<file path="config.mk">
export PLATFORM = sky130hd
export DESIGN_NAME = div_unit
export DESIGN_NICKNAME = d
export VERILOG_FILES = /design/src/rtl/div_unit.sv
export SDC_FILE = /design/constraint.sdc
export NUM_CORES = 1
export LEC_CHECK = 0
export ABC_AREA = 0
export ABC_CLOCK_PERIOD_IN_PS = 5390
export CORE_MARGIN = 4
export CORE_UTILIZATION = 50
export DETAILED_ROUTE_END_ITERATION = 8
export GPL_TIMING_DRIVEN = 0
export PLACE_DENSITY_LB_ADDON = 0.05
export SYNTH_ARGS = -nofsm -noshare
export SYNTH_HDL_FRONTEND = slang
export SYNTH_SLANG_ARGS = --single-unit
</file>
<file path="constraint.sdc">
create_clock -name clk -period 5.39 [get_ports clk]
set_clock_uncertainty 0.1 [all_clocks]
set_input_delay 1.078 -clock clk [delete_from_list [all_inputs] [get_ports clk]]
set_output_delay 1.078 -clock clk [all_outputs]
set_load 0.02 [all_outputs]
</file>
<file path="src/rtl/div_unit.sv">
// Multi-cycle restoring divider (signed/unsigned) with start/annul handshake.
// Optional macro DIV_BYZERO_FLAG_EN adds a registered divide-by-zero flag output.
module div_unit #(
    parameter int WIDTH = 32
) (
    input  logic               clk,
    input  logic               rst,
    input  logic               signed_div_i,
    input  logic [WIDTH-1:0]   opdata1_i,
    input  logic [WIDTH-1:0]   opdata2_i,
    input  logic               start_i,
    input  logic               annul_i,
    output logic [2*WIDTH-1:0] result_o,
    output logic               ready_o,
    output logic               busy_o
`ifdef DIV_BYZERO_FLAG_EN
    ,
    output logic               divzero_o
`endif
);

    // state      | meaning
    // DIV_FREE   | idle, waiting for an accepted start
    // DIV_BYZERO | divisor was zero, result forced to 0
    // DIV_ON     | one shift-subtract step per cycle, then sign fix-up
    // DIV_END    | result valid, held until start_i drops
    typedef enum logic [1:0] {
        DIV_FREE   = 2'd0,
        DIV_BYZERO = 2'd1,
        DIV_ON     = 2'd2,
        DIV_END    = 2'd3
    } state_t;

    localparam int CW = $clog2(WIDTH + 1);

    state_t             state_q, state_d;
    logic [CW-1:0]      cnt_q, cnt_d;
    logic [WIDTH-1:0]   quo_q, quo_d;
    logic [WIDTH-1:0]   rem_q, rem_d;
    logic [WIDTH-1:0]   dvs_q, dvs_d;
    logic               negq_q, negq_d;
    logic               negr_q, negr_d;
    logic [2*WIDTH-1:0] result_q, result_d;
    logic               ready_q, ready_d;
`ifdef DIV_BYZERO_FLAG_EN
    logic               divzero_q, divzero_d;
`endif

    logic [WIDTH-1:0]   abs_a;
    logic [WIDTH-1:0]   abs_b;
    logic [WIDTH:0]     trial;
    logic               fits;
    logic [WIDTH-1:0]   rem_sub;
    logic [WIDTH-1:0]   quo_fix;
    logic [WIDTH-1:0]   rem_fix;

    // Magnitude datapath: the partial remainder never exceeds the divisor, so
    // the W-bit subtraction is exact whenever the trial value fits.
    always_comb begin
        abs_a   = (signed_div_i && opdata1_i[WIDTH-1]) ? -opdata1_i : opdata1_i;
        abs_b   = (signed_div_i && opdata2_i[WIDTH-1]) ? -opdata2_i : opdata2_i;
        trial   = {rem_q, quo_q[WIDTH-1]};
        fits    = (trial >= {1'b0, dvs_q});
        rem_sub = trial[WIDTH-1:0] - dvs_q;
        quo_fix = negq_q ? -quo_q : quo_q;
        rem_fix = negr_q ? -rem_q : rem_q;
    end

    always_comb begin
        state_d  = state_q;
        cnt_d    = cnt_q;
        quo_d    = quo_q;
        rem_d    = rem_q;
        dvs_d    = dvs_q;
        negq_d   = negq_q;
        negr_d   = negr_q;
        result_d = result_q;
        ready_d  = ready_q;
`ifdef DIV_BYZERO_FLAG_EN
        divzero_d = divzero_q;
`endif

        case (state_q)
            DIV_FREE: begin
                if (start_i && !annul_i) begin
                    negq_d  = signed_div_i & (opdata1_i[WIDTH-1] ^ opdata2_i[WIDTH-1]);
                    negr_d  = signed_div_i & opdata1_i[WIDTH-1];
                    quo_d   = abs_a;
                    rem_d   = '0;
                    dvs_d   = abs_b;
                    cnt_d   = '0;
                    state_d = (opdata2_i == '0) ? DIV_BYZERO : DIV_ON;
                end
            end

            DIV_BYZERO: begin
                if (annul_i) begin
                    state_d = DIV_FREE;
                end else begin
                    result_d = '0;
                    state_d  = DIV_END;
                end
            end

            DIV_ON: begin
                if (annul_i) begin
                    state_d = DIV_FREE;
                end else if (cnt_q == CW'(WIDTH)) begin
                    result_d = {rem_fix, quo_fix};
                    ready_d  = 1'b1;
                    state_d  = DIV_END;
                end else begin
                    rem_d = fits ? rem_sub : trial[WIDTH-1:0];
                    quo_d = {quo_q[WIDTH-2:0], fits};
                    cnt_d = cnt_q + CW'(1);
                end
            end

            DIV_END: begin
                // Arriving from DIV_ON ready is already set; the zero-divisor
                // path raises it here, one cycle after entry.
                if (annul_i) begin
                    ready_d = 1'b0;
                    state_d = DIV_FREE;
`ifdef DIV_BYZERO_FLAG_EN
                    divzero_d = 1'b0;
`endif
                end else if (!ready_q) begin
                    ready_d = 1'b1;
`ifdef DIV_BYZERO_FLAG_EN
                    divzero_d = 1'b1;
`endif
                end else if (!start_i) begin
                    ready_d = 1'b0;
                    state_d = DIV_FREE;
`ifdef DIV_BYZERO_FLAG_EN
                    divzero_d = 1'b0;
`endif
                end
            end

            default: begin
                state_d = DIV_FREE;
            end
        endcase
    end

    always_ff @(posedge clk or negedge rst) begin
        if (!rst) begin
            state_q  <= DIV_FREE;
            cnt_q    <= '0;
            quo_q    <= '0;
            rem_q    <= '0;
            dvs_q    <= '0;
            negq_q   <= 1'b0;
            negr_q   <= 1'b0;
            result_q <= '0;
            ready_q  <= 1'b0;
`ifdef DIV_BYZERO_FLAG_EN
            divzero_q <= 1'b0;
`endif
        end else begin
            state_q  <= state_d;
            cnt_q    <= cnt_d;
            quo_q    <= quo_d;
            rem_q    <= rem_d;
            dvs_q    <= dvs_d;
            negq_q   <= negq_d;
            negr_q   <= negr_d;
            result_q <= result_d;
            ready_q  <= ready_d;
`ifdef DIV_BYZERO_FLAG_EN
            divzero_q <= divzero_d;
`endif
        end
    end

    assign result_o = result_q;
    assign ready_o  = ready_q;
    assign busy_o   = (state_q == DIV_ON) || (state_q == DIV_BYZERO);
`ifdef DIV_BYZERO_FLAG_EN
    assign divzero_o = divzero_q;
`endif

endmodule

</file>
==> results of run 1 <==
cell usage after synthesis (7+ instances only):
master	number	area, sq um
clkbuf_1	68	255
xor2_1	93	815
o41ai_1	12	105
or4_1	12	90.1
nor3_1	27	135
or3_1	13	81.3
a21oi_1	105	526
dfrtp_1	171	4280
o31ai_1	38	285
a21o_1	9	67.6
nand2_1	226	848
nor4_1	8	50.1
inv_1	57	214
nand3_1	14	70.1
o21ai_0	197	986
mux2i_1	16	160
xnor2_1	52	455
ha_1	42	526
o21ai_1	9	45.0
a31oi_1	7	43.8
nand2b_1	11	68.8
nor2_1	83	312
how the worst max path moves through the flow:
stage / to / slack (ns) / cells past startpoint
2_1_floorplan: quo_q[29] / 1.90 / 10
3_3_place_gp: quo_q[10] / -3.85 / 1
3_5_place_dp: quo_q[29] / 1.07 / 11
4_1_cts: quo_q[29] / 1.49 / 11
5_1_grt: quo_q[29] / 1.26 / 11
6_report: quo_q[29] / 1.49 / 11
logic make-up (layout without fill, tap and decap cells):
kind of cell | after synthesis | in the layout | share of synthesized area, %
flip-flops | 171 | 171 | 37.9
multiplexers | 16 | 16 | 1.42
adder cells (fa/ha/maj) | 43 | 43 | 4.83
buffers and inverters | 135 | 298 | 4.75
XOR/XNOR | 145 | 145 | 11.2
AO/OA/AOI/OAI | 430 | 430 | 22.5
AND/OR/NAND/NOR | 435 | 435 | 17.4
state kept, by name (all words and copies together), names as in the netlist:
name	cells
negr_q	1
rem_q	32
cnt_q	6
state_q	2
ready_o	1
dvs_q	32
result_o	64
negq_q	1
quo_q	32
metal layers:
metal / track usage [%] / vias up
li1: - / 5128
met1: 39.9 / 4818
met2: 36.3 / 359
met3: 3.37 / 26
met4: 5.56 / 0
met5: 0 / -
worst max-delay path: stages:
cell	delay, ns
clkdlybuf4s50_1	0.49
or4_1	0.56
or4_1	0.41
clkbuf_1	0.20
nor4_2	0.49
nand2_1	0.18
o31ai_1	0.27
xor2_1	0.17
nor2_1	0.05
a21oi_1	0.12
o21ai_1	0.07
power by group:
| part | internal (W) | switching [W] | total [W] |
|---|---|---|---|
| registers | 0.00181 | 0.000594 | 0.00240 |
| clock network | 0.000847 | 0.000508 | 0.00136 |
| logic | 0.00196 | 0.00285 | 0.00480 |
| total | 0.00461 | 0.00395 | 0.00856 |
area by class of cell:
cell class | instances | area (sq um) | area share (%)
multi-input combinational | 1069 | 6480 | 47.5
timing repair buffer | 134 | 1360 | 9.99
tap | 280 | 350 | 2.57
clock inverter | 9 | 186 | 1.37
buffer | 78 | 323 | 2.36
inverter | 57 | 214 | 1.57
sequential | 171 | 4280 | 31.3
clock buffer | 20 | 457 | 3.34
through the flow:
step | setup TNS, ns | std cells | utilization (%) | setup slack, ns
2_1_floorplan | 0 | 1375 | - | 1.90
3_5_place_dp | 0 | 1789 | 59.1 | 1.07
3_3_place_gp | -656.34 | 1788 | 58.9 | -3.85
4_1_cts | 0 | 1818 | 62.0 | 1.49
5_1_grt | 0 | 1818 | 62.0 | 1.26
6_report | 0 | 1818 | 62.0 | 1.49
==> results.py, run 1 <==
metrics = {
    "critical_path": {
        "critPathKind": "in -> reg",
        "cp-start-kind": "input port",
        "arrival_ns": 4.09,
        "cp.required_ns": 5.58,
        "crit_path_end_kind": "flip-flop",
        "cp-startpoint": "opdata1_i[6]",
        "reg2reg_slack_ns": 1.58,
        "r2r_cells": 13,
        "regToRegStartpoint": "quo_q[31]",
        "reg2reg_to": "rem_q[30]",
        "path_max_fanout": 6,
    },
    "floorplan": {
        "core.rowCount": 54,
        "die_h_microns": 158,
        "pin_count": 135,
        "core_region_area_sq_um": 22000,
        "initial_utilization_pct": 51.3,
        "die_area_sq_um": 25100,
        "fp.dieW_microns": 158,
    },
    "clock_network": {
        "ctsHoldBuffers": 0,
        "clockRootBuffer": "clkbuf_16",
        "htreeDepth": 4,
        "clock_path_buffers": 2,
        "worstSkewPairLatency_ns": 0.43,
        "clkTransAtPathRegs_ns": 0.06,
        "post_cts_buffers": 0,
        "cts_resized": 0,
        "cts_tree": "yes",
        "clock-sinks": 171,
        "cts_buffers": 17,
    },
    "synth": {
        "synth_top_flop_cell": "dfrtp_1",
        "ys_async_sr_fraction_pct": 100,
        "synth-seq-cells": 171,
        "syn-num-nets": 1487,
        "yosysSeqAreaShare_pct": 37.9,
        "synth_edf_count": 0,
        "syn_area_sq_um": 11300,
        "ys_types": 70,
        "yosysWarningCount": 0,
        "syn-instance-count": 1375,
        "avgSynthCellArea_sq_um": 8.22,
    },
    "pwr": {
        "p_per_area_nw_per_um2": 627,
        "ir_drop_mv": 0.333,
        "p_total_w": 0.00856,
        "leakage_nw": 5.86,
    },
    "global_route": {
        "antenna_found_initial": 0,
        "gr-total-overflow": 0,
        "grt_max_degree": 92,
        "grt_pass1_wl_microns": 50200,
        "grtUsageTotal_pct": 25.1,
        "grt_pass1_vias": 9525,
    },
    "worst_hold_path": {
        "hold_start": "result_o[21]",
        "hold_class": "reg -> reg",
        "hold_end": "result_o[21]",
        "hold_depth": 2,
    },
    "detailed_routing": {
        "wl_met1_microns": 15500,
        "top_layer": "met4",
        "detail-route-antenna-nets": 0,
        "dr.pass1.iters": 6,
        "wl_microns": 31200,
        "drt-initial-drc-count": 959,
        "wl_per_cell_microns": 17.2,
        "drcViolationCount": 0,
        "vias_per_cell": 5.68,
        "wl_met2_microns": 13000,
        "num_vias": 10331,
        "routed-wl-met3_microns": 2340,
    },
    "timing": {
        "hold_viol": 0,
        "setup_violations": 0,
        "fin_crit_ns": 3.90,
        "hold_ws_ns": 0.376,
        "slew_viol_final": 0,
        "min_period_over_period_pct": 72.4,
        "maxSlewHeadroom_pct": 19.3,
        "max_freq_mhz": 256,
        "worstMarginPinSlew_ns": 1.20,
        "rsz0062_at_grt": "false",
    },
    "placed_design": {
        "placed_area_sq_um": 13000,
        "portBuffers": 133,
        "gp_congestion": 0.936,
        "dpl.hpwl_microns": 24500,
    },
    "flow_run": {
        "drv_cap": 0,
    },
    "layout": {
        "layout_common_cells": "226 x nand2_1, 197 x o21ai_0, 171 x dfrtp_1",
        "diodes": 0,
        "area_growth_pct": 20.9,
        "nFillCells": 2012,
        "nets": 1640,
        "layout-drive-gt1-share_pct": 3.58,
        "final_common_cell": "nand2_1",
        "stdcell_area_sq_um": 13700,
    },
    "status": {
        "status": "finished, final reports clean",
    },
}
Power figures use the tool's default switching activity.
==> inputs of run 2 (changes only) <==
--- a/config.mk
+++ b/config.mk
@@ -6,7 +6,7 @@
 export NUM_CORES = 1
 export LEC_CHECK = 0
 export ABC_AREA = 0
-export ABC_CLOCK_PERIOD_IN_PS = 5390
+export ABC_CLOCK_PERIOD_IN_PS = 3950
 export CORE_MARGIN = 4
 export CORE_UTILIZATION = 50
 export DETAILED_ROUTE_END_ITERATION = 8
==> constraint.sdc (replaced) <==
create_clock -name clk -period 3.95 [get_ports clk]
set_clock_uncertainty 0.1 [all_clocks]
set_input_delay 0.79 -clock clk [delete_from_list [all_inputs] [get_ports clk]]
set_output_delay 0.79 -clock clk [all_outputs]
set_load 0.02 [all_outputs]
==> results.py, run 2 (synthesis results as in run 1) <==
metrics = {
    "critical_path": {
        "crit_path_end": "rem_q[30]",
        "cp.required_ns": 4.09,
        "cp-start-kind": "flip-flop",
        "cpMostUsedCell": "inv_1",
        "reg2reg_slack_ns": 0.31,
        "cp-startpoint": "quo_q[31]",
        "cp_slowest_cell": "dfrtp_1",
        "path_max_fanout": 3,
        "reg2reg_to": "rem_q[30]",
        "arrival_ns": 3.78,
        "crit_path_end_kind": "flip-flop",
        "critPathKind": "reg -> reg",
        "regToRegStartpoint": "quo_q[31]",
        "cp_num_buf_inv": 2,
        "crit_chain": "inv_1, ha_1, inv_1, fa_1, a21o_1, a221oi_2, o21ai_0, a21bo_1, a221o_1, o41a_1, xor2_1, mux2i_1, a21oi_1",
        "critPathMaxStageDelay_ns": 0.40,
        "cp.depth": 13,
        "r2r_cells": 13,
        "crit_family": "compound AO/OA/AOI/OAI gates",
    },
    "floorplan": {
        "pin_count": 135,
        "die_area_sq_um": 25100,
        "core.rowCount": 54,
        "initial_utilization_pct": 51.3,
        "core_region_area_sq_um": 22000,
        "fp.dieW_microns": 158,
        "die_h_microns": 158,
    },
    "timing": {
        "rsz0062_at_grt": "false",
        "max_freq_mhz": 275,
        "setup_violations": 0,
        "worst_slack_ns": 0.312,
        "worstMarginPinSlew_ns": 1.18,
        "maxSlewHeadroom_pct": 20.4,
        "slew_viol_final": 0,
        "fin_crit_ns": 3.64,
        "min_period_over_period_pct": 92.1,
        "hold_ws_ns": 0.236,
        "hold_viol": 0,
    },
    "layout": {
        "area_growth_pct": 20.9,
        "diodes": 0,
        "largest_register_ffs": 64,
        "layout_common_cells": "226 x nand2_1, 197 x o21ai_0, 171 x dfrtp_1",
        "final_common_cell": "nand2_1",
        "layout-drive-gt1-share_pct": 3.71,
        "nets": 1640,
        "stdcell_area_sq_um": 13700,
        "fin_cells": 1818,
    },
    "clock_network": {
        "htreeDepth": 4,
        "cts_tree": "yes",
        "clock-sinks": 171,
        "clkTransAtPathRegs_ns": 0.07,
        "worstSkewPairLatency_ns": 0.42,
        "clockRootBuffer": "clkbuf_16",
        "cts_buffers": 17,
        "clock_path_buffers": 2,
    },
    "placed_design": {
        "dpl.hpwl_microns": 24500,
        "pre_cts_slack_ns": -0.0862,
        "dp_cells": 1789,
        "placed_area_sq_um": 13000,
        "gp_congestion": 0.936,
        "portBuffers": 133,
    },
    "detailed_routing": {
        "dr.pass1.iters": 6,
        "vias_per_cell": 5.67,
        "num_vias": 10314,
        "drcViolationCount": 0,
        "detail-route-antenna-nets": 0,
        "wl_per_cell_microns": 17.1,
        "drt-initial-drc-count": 940,
        "wl_microns": 31100,
    },
    "pwr": {
        "ir_drop_mv": 0.456,
        "p_per_area_nw_per_um2": 856,
        "leakage_nw": 5.87,
        "p_total_w": 0.0117,
    },
    "flow_run": {
        "drv_cap": 0,
    },
    "global_route": {
        "grt_pass1_wl_microns": 50200,
        "antenna_found_initial": 0,
        "grt_max_degree": 92,
        "grtUsageTotal_pct": 25.1,
        "gr-total-overflow": 0,
        "grt_pass1_vias": 9525,
    },
    "worst_hold_path": {
        "hold_class": "in -> async",
    },
    "status": {
        "status": "finished, final reports clean",
    },
}
run 2: repair_timing:
| item | 4_1_cts | 5_1_grt |
|---|---|---|
| hold buffers | 0 | 0 |
| resized for setup | 0 | 3 |
| setup endpoints to repair | 0 | 2 |
| setup buffers | 0 | 0 |
run 2: worst min-delay path by stage:
stage,to,slack [ns],cells past startpoint
3_3_place_gp,dvs_q[24],0.36,2
4_1_cts,result_o[44],0.28,1
3_5_place_dp,result_o[10],0.37,2
6_report,result_o[43],0.24,1
5_1_grt,result_o[43],0.29,1
2_1_floorplan,dvs_q[10],0.35,2
run 2: layout make-up:
class                      count  area, sq um
inverter                      57          214
tap                          280          350
fill                        2013         8370
clock buffer                  20          457
timing repair buffer         134         1360
multi-input combinational   1069         6490
buffer                        78          324
sequential                   171         4280
clock inverter                 9          186
run 2: metal layers:
metal | track usage, % | wire length [microns] | vias to the layer above
met5 | 0 | 0 | -
met4 | 5.56 | 335 | 0
met3 | 3.37 | 2180 | 20
met2 | 36.3 | 13000 | 332
met1 | 39.9 | 15600 | 4837
li1 | - | - | 5125
run 2: report_power, final:
part / switching [W] / internal [W]
registers: 0.000810 / 0.00247
logic: 0.00389 / 0.00268
clock network: 0.000692 / 0.00116
total: 0.00539 / 0.00630
run 2: per-stage QoR:
step                util, %  setup TNS (ns)
floorplan                 -               0
global placement       58.9         -853.38
detailed placement     59.1         -0.0862
CTS                    62.0               0
global route           62.0               0
finish                 62.0               0
